### src/rtl/button_event_decoder_pkg.sv
// Shared state encodings and 50 MHz board timing defaults
// for the button event decoder and button-driven FSMs.
package button_event_decoder_pkg;

    localparam logic [2:0] ST_IDLE  = 3'd0;
    localparam logic [2:0] ST_DOWN1 = 3'd1;
    localparam logic [2:0] ST_GAP   = 3'd2;
    localparam logic [2:0] ST_DOWN2 = 3'd3;
    localparam logic [2:0] ST_LONG  = 3'd4;

    localparam int DEF_CNT_W       = 26;
    localparam int DEF_LONG_CYCLES = 50_000_000;
    localparam int DEF_GAP_CYCLES  = 12_500_000;

endpackage

### src/rtl/button_event_decoder_btn_edge_det.sv
// Edge detector for the debounced button level.
// Ports: clk, rst (sync, active high), btn_i level in,
//        rise_o / fall_o combinational edge flags.
module btn_edge_det (
    input  logic clk,
    input  logic rst,
    input  logic btn_i,
    output logic rise_o,
    output logic fall_o
);

    logic btn_q;

    // Reset loads the live level so a button held through
    // reset release is not seen as a fresh press.
    always_ff @(posedge clk) begin
        btn_q <= btn_i;
    end

    assign rise_o = ~rst & btn_i & ~btn_q;
    assign fall_o = ~rst & ~btn_i & btn_q;

endmodule

### src/rtl/button_event_decoder.sv
// Turns a debounced button level into 1-cycle event pulses.
// Ports: clk, rst (sync, active high), btn_level in;
//        press/release/click/double/long pulses, held level out.
module button_event_decoder
    import button_event_decoder_pkg::*;
#(
    parameter int CNT_W       = DEF_CNT_W,
    parameter int LONG_CYCLES = DEF_LONG_CYCLES,
    parameter int GAP_CYCLES  = DEF_GAP_CYCLES
) (
    input  logic clk,
    input  logic rst,
    input  logic btn_level,
    output logic press_pulse,
    output logic release_pulse,
    output logic click_pulse,
    output logic double_pulse,
    output logic long_pulse,
    output logic held
);

    localparam logic [CNT_W-1:0] LONG_LAST = CNT_W'(LONG_CYCLES - 1);
    localparam logic [CNT_W-1:0] GAP_LAST  = CNT_W'(GAP_CYCLES - 1);

    logic             rise;
    logic             fall;
    logic [2:0]       state_q, state_d;
    logic [CNT_W-1:0] cnt_q, cnt_d;
    logic             press_q, press_d;
    logic             release_q, release_d;
    logic             click_q, click_d;
    logic             double_q, double_d;
    logic             long_q, long_d;
    logic             held_q;

    btn_edge_det u_edge (
        .clk    (clk),
        .rst    (rst),
        .btn_i  (btn_level),
        .rise_o (rise),
        .fall_o (fall)
    );

    // Edges take priority over timeouts in every state.
    always_comb begin
        state_d   = state_q;
        press_d   = 1'b0;
        release_d = 1'b0;
        click_d   = 1'b0;
        double_d  = 1'b0;
        long_d    = 1'b0;
        unique case (state_q)
            ST_IDLE: begin
                if (rise) begin
                    press_d = 1'b1;
                    state_d = ST_DOWN1;
                end
            end
            ST_DOWN1: begin
                if (fall) begin
                    release_d = 1'b1;
                    state_d   = ST_GAP;
                end else if (cnt_q == LONG_LAST) begin
                    long_d  = 1'b1;
                    state_d = ST_LONG;
                end
            end
            ST_GAP: begin
                if (rise) begin
                    press_d = 1'b1;
                    state_d = ST_DOWN2;
                end else if (cnt_q == GAP_LAST) begin
                    click_d = 1'b1;
                    state_d = ST_IDLE;
                end
            end
            ST_DOWN2: begin
                if (fall) begin
                    release_d = 1'b1;
                    double_d  = 1'b1;
                    state_d   = ST_IDLE;
                end else if (cnt_q == LONG_LAST) begin
                    // first click is dropped once it becomes a long press
                    long_d  = 1'b1;
                    state_d = ST_LONG;
                end
            end
            ST_LONG: begin
                if (fall) begin
                    release_d = 1'b1;
                    state_d   = ST_IDLE;
                end
            end
            default: begin
                state_d = ST_IDLE;
            end
        endcase
    end

    // Counter restarts on each state change and saturates.
    always_comb begin
        if (state_d != state_q) begin
            cnt_d = '0;
        end else if (&cnt_q) begin
            cnt_d = cnt_q;
        end else begin
            cnt_d = cnt_q + CNT_W'(1);
        end
    end

    always_ff @(posedge clk) begin
        if (rst) begin
            state_q   <= ST_IDLE;
            cnt_q     <= '0;
            press_q   <= 1'b0;
            release_q <= 1'b0;
            click_q   <= 1'b0;
            double_q  <= 1'b0;
            long_q    <= 1'b0;
            held_q    <= 1'b0;
        end else begin
            state_q   <= state_d;
            cnt_q     <= cnt_d;
            press_q   <= press_d;
            release_q <= release_d;
            click_q   <= click_d;
            double_q  <= double_d;
            long_q    <= long_d;
            held_q    <= btn_level;
        end
    end

    assign press_pulse   = press_q;
    assign release_pulse = release_q;
    assign click_pulse   = click_q;
    assign double_pulse  = double_q;
    assign long_pulse    = long_q;
    assign held          = held_q;

endmodule

### config.mk
export PLATFORM = sky130hd
export DESIGN_NAME = button_event_decoder
export DESIGN_NICKNAME = d
export VERILOG_FILES = /design/src/rtl/button_event_decoder_pkg.sv /design/src/rtl/button_event_decoder_btn_edge_det.sv /design/src/rtl/button_event_decoder.sv
export SDC_FILE = /design/constraint.sdc
export NUM_CORES = 1
export LEC_CHECK = 0
export BUFFER_PORTS_ARGS = -buffer_cell sky130_fd_sc_hd__buf_4
export CAP_MARGIN = 20
export CORE_MARGIN = 4
export CORE_UTILIZATION = 54
export CTS_CLUSTER_SIZE = 12
export DETAILED_ROUTE_END_ITERATION = 16
export HOLD_SLACK_MARGIN = 0.12
export PLACE_DENSITY = 0.72
export SETUP_SLACK_MARGIN = 0.5
export SKIP_LAST_GASP = 1
export SYNTH_ARGS = -nofsm -noshare
export SYNTH_HDL_FRONTEND = slang
export SYNTH_SLANG_ARGS = --single-unit
### constraint.sdc
create_clock -name clk -period 2.2 [get_ports clk]
set_clock_uncertainty 0.05 [all_clocks]
set_input_delay 0.33 -clock clk [delete_from_list [all_inputs] [get_ports clk]]
set_output_delay 0.33 -clock clk [all_outputs]
set_load 0.02 [all_outputs]
* Word-level counts from Yosys, hierarchy flattened
Cells that the tools add are included.
** Word-level totals
- Bits in read-only memories :: 0
- Memories :: 0
- Bits in registers :: 36
- Bits in latches :: 0
- RAM bits :: 0
- Bits of input ports :: 3
- Logic and storage cells :: 52
** Operators by class
- Equal/unequal tests :: 7
- Reductions and logical operators :: 11
- $lt $le $gt $ge :: 0
- Multiplexer cells :: 12
- Multipliers :: 0
- Shift-type cells :: 0
- Bitwise operators :: 12
- $add $sub $neg :: 1
- Div/mod/pow operators :: 0
** Operators by type and width (count)
- adder 26 x 1 -> 26 bit, second input constant :: 1
- equality test 26 x 24 -> 1 bit, second input constant :: 1
- equality test 26 bit, second input constant :: 1
- AND reduction 26 bit :: 1
- two-way mux 3 bit :: 7
- case mux 3 bit (5 select lines) :: 1
- OR reduction 2 bit :: 6
- OR reduction 3 bit :: 3
- NOT 1 bit :: 8
- equality test 3 x 2 -> 1 bit, second input constant :: 2
- bitwise AND 1 bit :: 4
- two-way mux 1 bit :: 4
- equality test 3 x 1 -> 1 bit, second input constant :: 1
- equality test 3 bit, second input constant :: 1
- logical NOT 3 bit :: 1
- inequality test 3 bit :: 1

* Logic depth before layout (Yosys ltp)
Gate-level depths: netlist (run 1).
- Word-level depth :: 7
- Depth in mapped cells :: 8
- Mapped depth without buffers :: 6

* By module
Synthesis (run 1) repeated with hierarchy kept, for this count alone.
** Unflattened totals
- Cells, all modules :: 215
- Area, all modules :: 1858.0 um^2
** By module, submodules not included
- button_event_decoder :: times used 1, cells each 212, area each 1823.0 um^2
- btn_edge_det :: times used 1, cells each 3, area each 35.0 um^2

* Worst setup path before layout (run 1)
Ideal clock, no wire load.
- Path kind :: register to register
- Start point :: reg cnt_q[0]
- End point :: reg cnt_q[19]
- Period minus slack after synthesis :: 2138 ps
- Required time :: 2080 ps
- Stages on the path, launching flop included :: 9
- Setup slack :: 62 ps
- Data arrival time :: 2018 ps
- Setup time :: 70 ps
- Path through :: dfxtp_1 > ha_1 > and3_1 > buf_2 > and4_1 > buf_2 > a21o_1 > or4_1 > a21oi_1
** Between the ends
- Word-level cells in the longest chain between the ends :: 6
- Elaborated cells on any way between the ends :: 12
- Classes of those cells :: add/sub: 1; eq/ne: 3; mux: 6; reduce/logical: 2
** RTL lines
- start: declaration :: RTL line button_event_decoder.sv:28 : logic [CNT_W-1:0] cnt_q, cnt_d;
- start signal: assignment :: RTL line button_event_decoder.sv:123 : cnt_q <= cnt_d;
- equality test 26 bit or equality test 26 x 24 -> 1 bit (tied branches) :: RTL line button_event_decoder.sv:63, button_event_decoder.sv:82, button_event_decoder.sv:72
- two-way mux 3 bit, on equally long branches :: RTL line button_event_decoder.sv:63, button_event_decoder.sv:82, button_event_decoder.sv:72
- two-way mux 3 bit, on equally long branches :: RTL line button_event_decoder.sv:78, button_event_decoder.sv:60, button_event_decoder.sv:69
- case mux 3 bit (5 select lines) :: RTL line button_event_decoder.sv:52 : unique case (state_q)
- inequality test 3 bit :: RTL line button_event_decoder.sv:102 : if (state_d != state_q) begin
- OR reduction 2 bit (no source line)
Several ways; a longest one is shown, not always the timed one.
A chain may end at the register's enable or synchronous reset.

* Worst setup path in the final report (run 1)
- Start point :: reg cnt_q[24]
- End point :: reg cnt_q[8]
Same word-level chain as after synthesis.

==> out/metrics.cfg, run 1 <==
[run_status]
outcome = complete, no violations

[yosys]
synthArstFlopShare = 0
yosysMostFrequentCell = dfxtp_1
ys_seq_elements = 36
seq_area_frac_synth = 0.398
syn-num-nets = 209
yosys.area.top_type_share = 0.398
synth_edf_count = 0
syn_area_mm2 = 0.00181
syn_inst = 205
yosysWarnings = 0
synth_cell_types = 45
syn_area_per_cell_um2 = 8.83
synth.area.top_cells = dfxtp_1 (40%), nand4_1 (4.5%), xnor2_1 (4.4%), nor2_1 (3.7%), xor2_1 (3.4%)
synth_top_flop_cell = dfxtp_1
synth_common_cells = dfxtp_1 (36), nor2_1 (18), nand2_1 (13), nand4_1 (13)
synth_top_area_cell = dfxtp_1

[timing]
rsz0062_at_grt = yes
timing.fmax_mhz = 503
fin_crit_sh = 0.903
finalSetupTns_ns = 0
worstMarginPinSlew_ns = 0.440
finalCriticalPeriod_ns = 1.99
drv_slew = 0
hold_violations = 0
final-setup-viol-count = 0
relSlewSlack = 0.706

[power]
power.density_mw_per_mm2 = 477
p_leak_nw = 0.823
vdd_drop_max_mv = 0.479

[cells_and_area]
area_delta_synth_final_pct = 32.2
fillCellCount = 222
final_nets = 248
n_antenna_cell = 0
fin_area_mm2 = 0.00239
multiInputGateArea_mm2 = 0.00117
ff_latch_area_um2 = 741
drive_gt1_frac = 0.408

[detailed_routing]
via_per_inst = 6.13
drcViolationCount = 0
vias = 1772
drt_iter0_drc = 188
drt-total-wl_um = 4970
wire_per_inst_um = 17.2
antenna_left = 0
dr.pass1.iters = 4

[placement]
dp_hpwl_um = 3100
io_buffers = 8
place_area_mm2 = 0.00201
place.gp.congestion = 0.910

[setup_path]
end_kind = flop
worstPathArrival_ns = 2.17
critPathKind = reg2reg
startpoint = cnt_q[24]$_SDFFE_PP0N_
critical_path_peak_fanout = 6
reg2reg_from = cnt_q[24]$_SDFFE_PP0N_
startpoint_type = flop
cp_data_required_time_ns = 2.39

[clocking]
cts_tree = built
cts.sinks = 36
clk_transition_reported_paths_ns = 0.10
cts_buffer_depth = 2
cts_buffers = 5
root_buffer = clkbuf_4
clock_latency_ns = 0.34
htree_levels = 2

[floorplan]
io_pins = 9
die_y_um = 65.9
initial_utilization = 0.578
rows = 20
core_mm2 = 0.00313
fp.dieW_um = 65.9
die_area_mm2 = 0.00434

[global_routing]
grt_overflow = 0
grt_pass1_vias = 1662
grt.total_usage = 0.233
grt_max_degree = 12
antenna_found_initial = 0
grt_pass1_wl_um = 7820

[run]
max_cap_viol_count = 0

[worst_hold_path]
hp-start = btn_level
hp-class = in2reg

[flip-flops by register name, indices dropped and copies added, names as in the netlist]
signal,cells
state_q,3
double_pulse,1
u_edge.btn_q,1
cnt_q,26
release_pulse,1
press_pulse,1
long_pulse,1
click_pulse,1
held,1
[cell usage in the layout (no fill, tap or decap), types with 3 or more instances in the layout]
cell type / n
nor2_2: 12
inv_1: 3
buf_4: 33
a21oi_1: 8
nor2_1: 12
a211oi_2: 4
dfxtp_2: 10
nor3_1: 3
nor4_4: 3
and3_1: 7
a211oi_1: 4
xnor2_1: 9
xor2_1: 7
buf_6: 4
nand4_1: 13
nor3b_1: 4
o21ai_0: 3
dfxtp_1: 24
nand2b_1: 3
nor3_2: 3
nand2_1: 12
nand3_1: 7
clkbuf_4: 5
[path summary, 6_finish.rpt]
| path | to | slack (ns) | depth (start not counted) |
|---|---|---|---|
| hold reg to reg | cnt_q[17]$_SDFFE_PP0N_ | 0.48 | 2 |
| hold / removal | held$_SDFF_PP0_ | 0.19 | 2 |
| setup / recovery | cnt_q[8]$_SDFFE_PP0N_ | 0.21 | 5 |
| setup reg to reg | cnt_q[8]$_SDFFE_PP0N_ | 0.21 | 5 |
[kinds of logic after synthesis]
group           synth area share
compound gates             0.142
xor+xnor                  0.0775
fa+ha+maj                0.00691
buf+inv                   0.0346
flops                      0.398
simple gates               0.341
[power breakdown]
part	internal [mW]	switching [mW]	leakage, nW	total [mW]
Clock	0.158	0.213	0.0326	0.371
Sequential	0.659	0.0114	0.298	0.670
Combinational	0.0500	0.0511	0.493	0.101
[metal layers]
metal / routed length, um / global-route usage / part of all wire
met5: 0 / 0 / 0
met4: 46 / 0.0699 / 0.0093
met3: 407 / 0.0408 / 0.082
met2: 2480 / 0.399 / 0.50
met1: 2040 / 0.297 / 0.41
[worst max-delay path, cell delays in order (launching register included)]
cell      delay (ns)
dfxtp_1         0.39
nand4_1         0.24
or4_4           0.62
o211ai_1        0.25
xor2_1          0.27
nor2_4          0.06
[through the flow]
stage	hold WS [ns]	util	total power, mW	cells	setup WS, ns
4_1_cts	0.181	0.721	1.14	281	0.214
3_3_place_gp	0.416	0.644	0.755	263	0.156
5_1_grt	0.208	0.764	1.18	289	0.117
3_5_place_dp	0.424	0.644	0.756	263	0.110
2_1_floorplan	0.308	-	0.737	205	0.207
6_report	0.190	0.764	1.14	289	0.213
[cell type report]
type / count / share of cell area
multi-input combinational: 158 / 0.491
inverter: 3 / 0.00471
sequential: 36 / 0.310
timing repair buffer: 40 / 0.147
tap: 44 / 0.0230
clock buffer: 8 / 0.0246
[timing repair]
action | 4_1_cts | 5_1_grt
buffers inserted | 7 | 8
cloned | 2 | 0
resized for setup | 24 | 21
endpoints found under the setup margin | 30 | 31
pin swaps | 8 | 9
hold buffers | 1 | 0
endpoints found under the hold margin | 1 | 0
Note: power is estimated with default switching activity, not from simulation.
==> run 2: changes to the inputs <==
- CORE_UTILIZATION: 54 -> 55
- CTS_BUF_LIST: not set -> sky130_fd_sc_hd__clkbuf_8
- PLACE_DENSITY: 0.72 -> 0.74
- RECOVER_POWER: not set -> 100
==> out/metrics.cfg, run 2 (synthesized netlist as in run 1, its figures left out) <==
[detailed_routing]
drt-total-wl_um = 4460  ; -10%
antenna_left = 0  ; unchanged
via_per_inst = 6.05  ; -1.3%
vias = 1670  ; -5.8%
dr.pass1.iters = 4  ; unchanged
drt_iter0_drc = 146  ; -22%
drcViolationCount = 0  ; unchanged
wire_per_inst_um = 16.2  ; -6.0%

[setup_path]
end_kind = flop
worstPathArrival_ns = 2.20  ; +0.03 ns
slowest_delay_ns = 0.53  ; -0.09 ns
cp_data_required_time_ns = 2.33  ; -0.06 ns
critical_path_peak_fanout = 26  ; +20
cp_slowest_cell = or4b_4
path_cells = or4b_4, nor4_1, nand4_1, o221ai_4, buf_12, nor3_1
startpoint_type = flop
critPathKind = reg2reg

[clocking]
root_buffer = clkbuf_8
cts.sinks = 36  ; unchanged
cts_buffer_depth = 2  ; unchanged
cts_tree = built
htree_levels = 2  ; unchanged
cts_buffers = 5  ; unchanged
clock_latency_ns = 0.29  ; -0.05 ns
clk_transition_reported_paths_ns = 0.08  ; -0.02 ns

[timing]
relSlewSlack = 0.745  ; +0.0391
drv_slew = 0  ; unchanged
fin_crit_sh = 0.938  ; +0.0346
rsz0062_at_grt = yes
finalSetupTns_ns = 0  ; unchanged
worstMarginPinSlew_ns = 0.380  ; -0.0604 ns
finalCriticalPeriod_ns = 2.06  ; +0.0761 ns
hold_violations = 0  ; unchanged
fin_ws_ns = 0.137  ; -0.0761 ns
final-setup-viol-count = 0  ; unchanged
timing.fmax_mhz = 485  ; -3.7%

[placement]
dp_hpwl_um = 3030  ; -2.1%
place_ws_ns = 0.131  ; +0.0209 ns
dp_cells = 260  ; -1.1%
place.gp.congestion = 0.964  ; +5.9%
io_buffers = 8  ; unchanged

[run_status]
outcome = complete, no violations

[cells_and_area]
final_common_cell = dfxtp_1
drive_gt1_frac = 0.211  ; -0.197
largest_reg_flops = 26  ; unchanged
n_antenna_cell = 0  ; unchanged
final_cells = 276  ; -4.5%
final_cell_mix = dfxtp_1 (30), nor2_1 (23), buf_4 (16)
top_register = cnt_q
final_nets = 235  ; -5.2%
final_util = 0.707  ; -0.0571
reg_top3 = cnt_q x26, state_q x3
fillCellCount = 277  ; +25%
area_delta_synth_final_pct = 21.3

[global_routing]
grt_pass1_vias = 1646  ; -0.96%
groute.layer.met2.usage = 0.365  ; -0.0339
grt.total_usage = 0.229  ; -0.00445
grt_overflow = 0  ; unchanged
antenna_found_initial = 0  ; unchanged
grt_pass1_wl_um = 7670  ; -2.0%
gr-usage-met1 = 0.303  ; +0.00604
top_usage_layer = met2
grt_max_degree = 27  ; +15
grt.met3_usage = 0.0547  ; +0.0139

[floorplan]
initial_utilization = 0.583  ; +0.00466
fp.dieW_um = 65.4  ; -0.80%
die_y_um = 65.4  ; -0.80%
io_pins = 9  ; unchanged
rows = 20  ; unchanged
die_area_mm2 = 0.00427  ; -1.6%
core_mm2 = 0.00310  ; -0.80%

[worst_hold_path]
hp-class = in2reg

[run]
max_cap_viol_count = 0  ; unchanged

[power]
vdd_drop_max_mv = 0.508  ; +6.1%
power.density_mw_per_mm2 = 704  ; +47%
p_leak_nw = 0.731  ; -11%

run 2: cell count changes in the layout (fill, tap and decap cells not counted), moves of 3 or more:
cell	delta
nor2_1	+11
dfxtp_1	+6
a211oi_1	+4
bufinv_16	+3
clkbuf_1	+7
dfxtp_2	-5
nor2_2	-10
nor4_1	+3
clkbuf_4	-5
buf_6	-4
clkbuf_8	+4
buf_4	-17
a211oi_2	-4
run 2: critical path, delay by kind of cell (launching register included):
kind	cells	cell delay, ns
AO/OA/AOI/OAI	1	0.22
buffers and inverters	1	0.20
AND/OR/NAND/NOR	4	1.12
flip-flops	1	0.36
run 2: what timing repair did:
action                                  4_1_cts  5_1_grt
endpoints found under the setup margin       30       31
buffers inserted                              4        3
pin swaps                                     3        4
gates resized for setup                      11        4
endpoints found under the hold margin         1        0
hold buffers                                  1        0
run 2: metal layers:
metal  share of wire  vias to the layer above
met2            0.47                       55
met4           0.027                        0
li1                -                      811
met1            0.45                      789
met3           0.054                       15
met5               0                        -
run 2: path summary, 6_finish.rpt:
| path | startpoint | endpoint | slack [ns] | depth (start not counted) |
|---|---|---|---|---|
| max | cnt_q[5]$_SDFFE_PP0N_ | cnt_q[25]$_SDFFE_PP0N_ | 0.14 | 6 |
| min | rst | held$_SDFF_PP0_ | 0.25 | 2 |
| max reg2reg | cnt_q[5]$_SDFFE_PP0N_ | cnt_q[25]$_SDFFE_PP0N_ | 0.14 | 6 |
| min reg2reg | cnt_q[24]$_SDFFE_PP0N_ | cnt_q[24]$_SDFFE_PP0N_ | 0.47 | 2 |
run 2: metrics by stage:
stage	hold WS (ns)	cell area, um2	total power, mW
after global placement	0.417	1990	0.753
after detailed placement	0.422	1990	0.756
final	0.246	2190	1.54
after CTS	0.244	2220	1.56
after floorplan	0.308	1850	0.737
after global routing	0.250	2190	1.59
run 2: area by class of cell:
class | instances | area, um2 | share of cell area
Multi-Input combinational cell | 158 | 1050 | 0.481
Timing Repair Buffer | 27 | 184 | 0.0838
Clock buffer | 5 | 68.8 | 0.0314
Inverter | 3 | 11.3 | 0.00513
Tap cell | 44 | 55.1 | 0.0251
Sequential cell | 36 | 731 | 0.333
Clock inverter | 3 | 90.1 | 0.0410
run 2: where the power goes:
| part | switching (mW) | internal, mW |
|---|---|---|
| combinational | 0.0373 | 0.0265 |
| clock | 0.242 | 0.567 |
| sequential | 0.0115 | 0.660 |
| total | 0.291 | 1.25 |
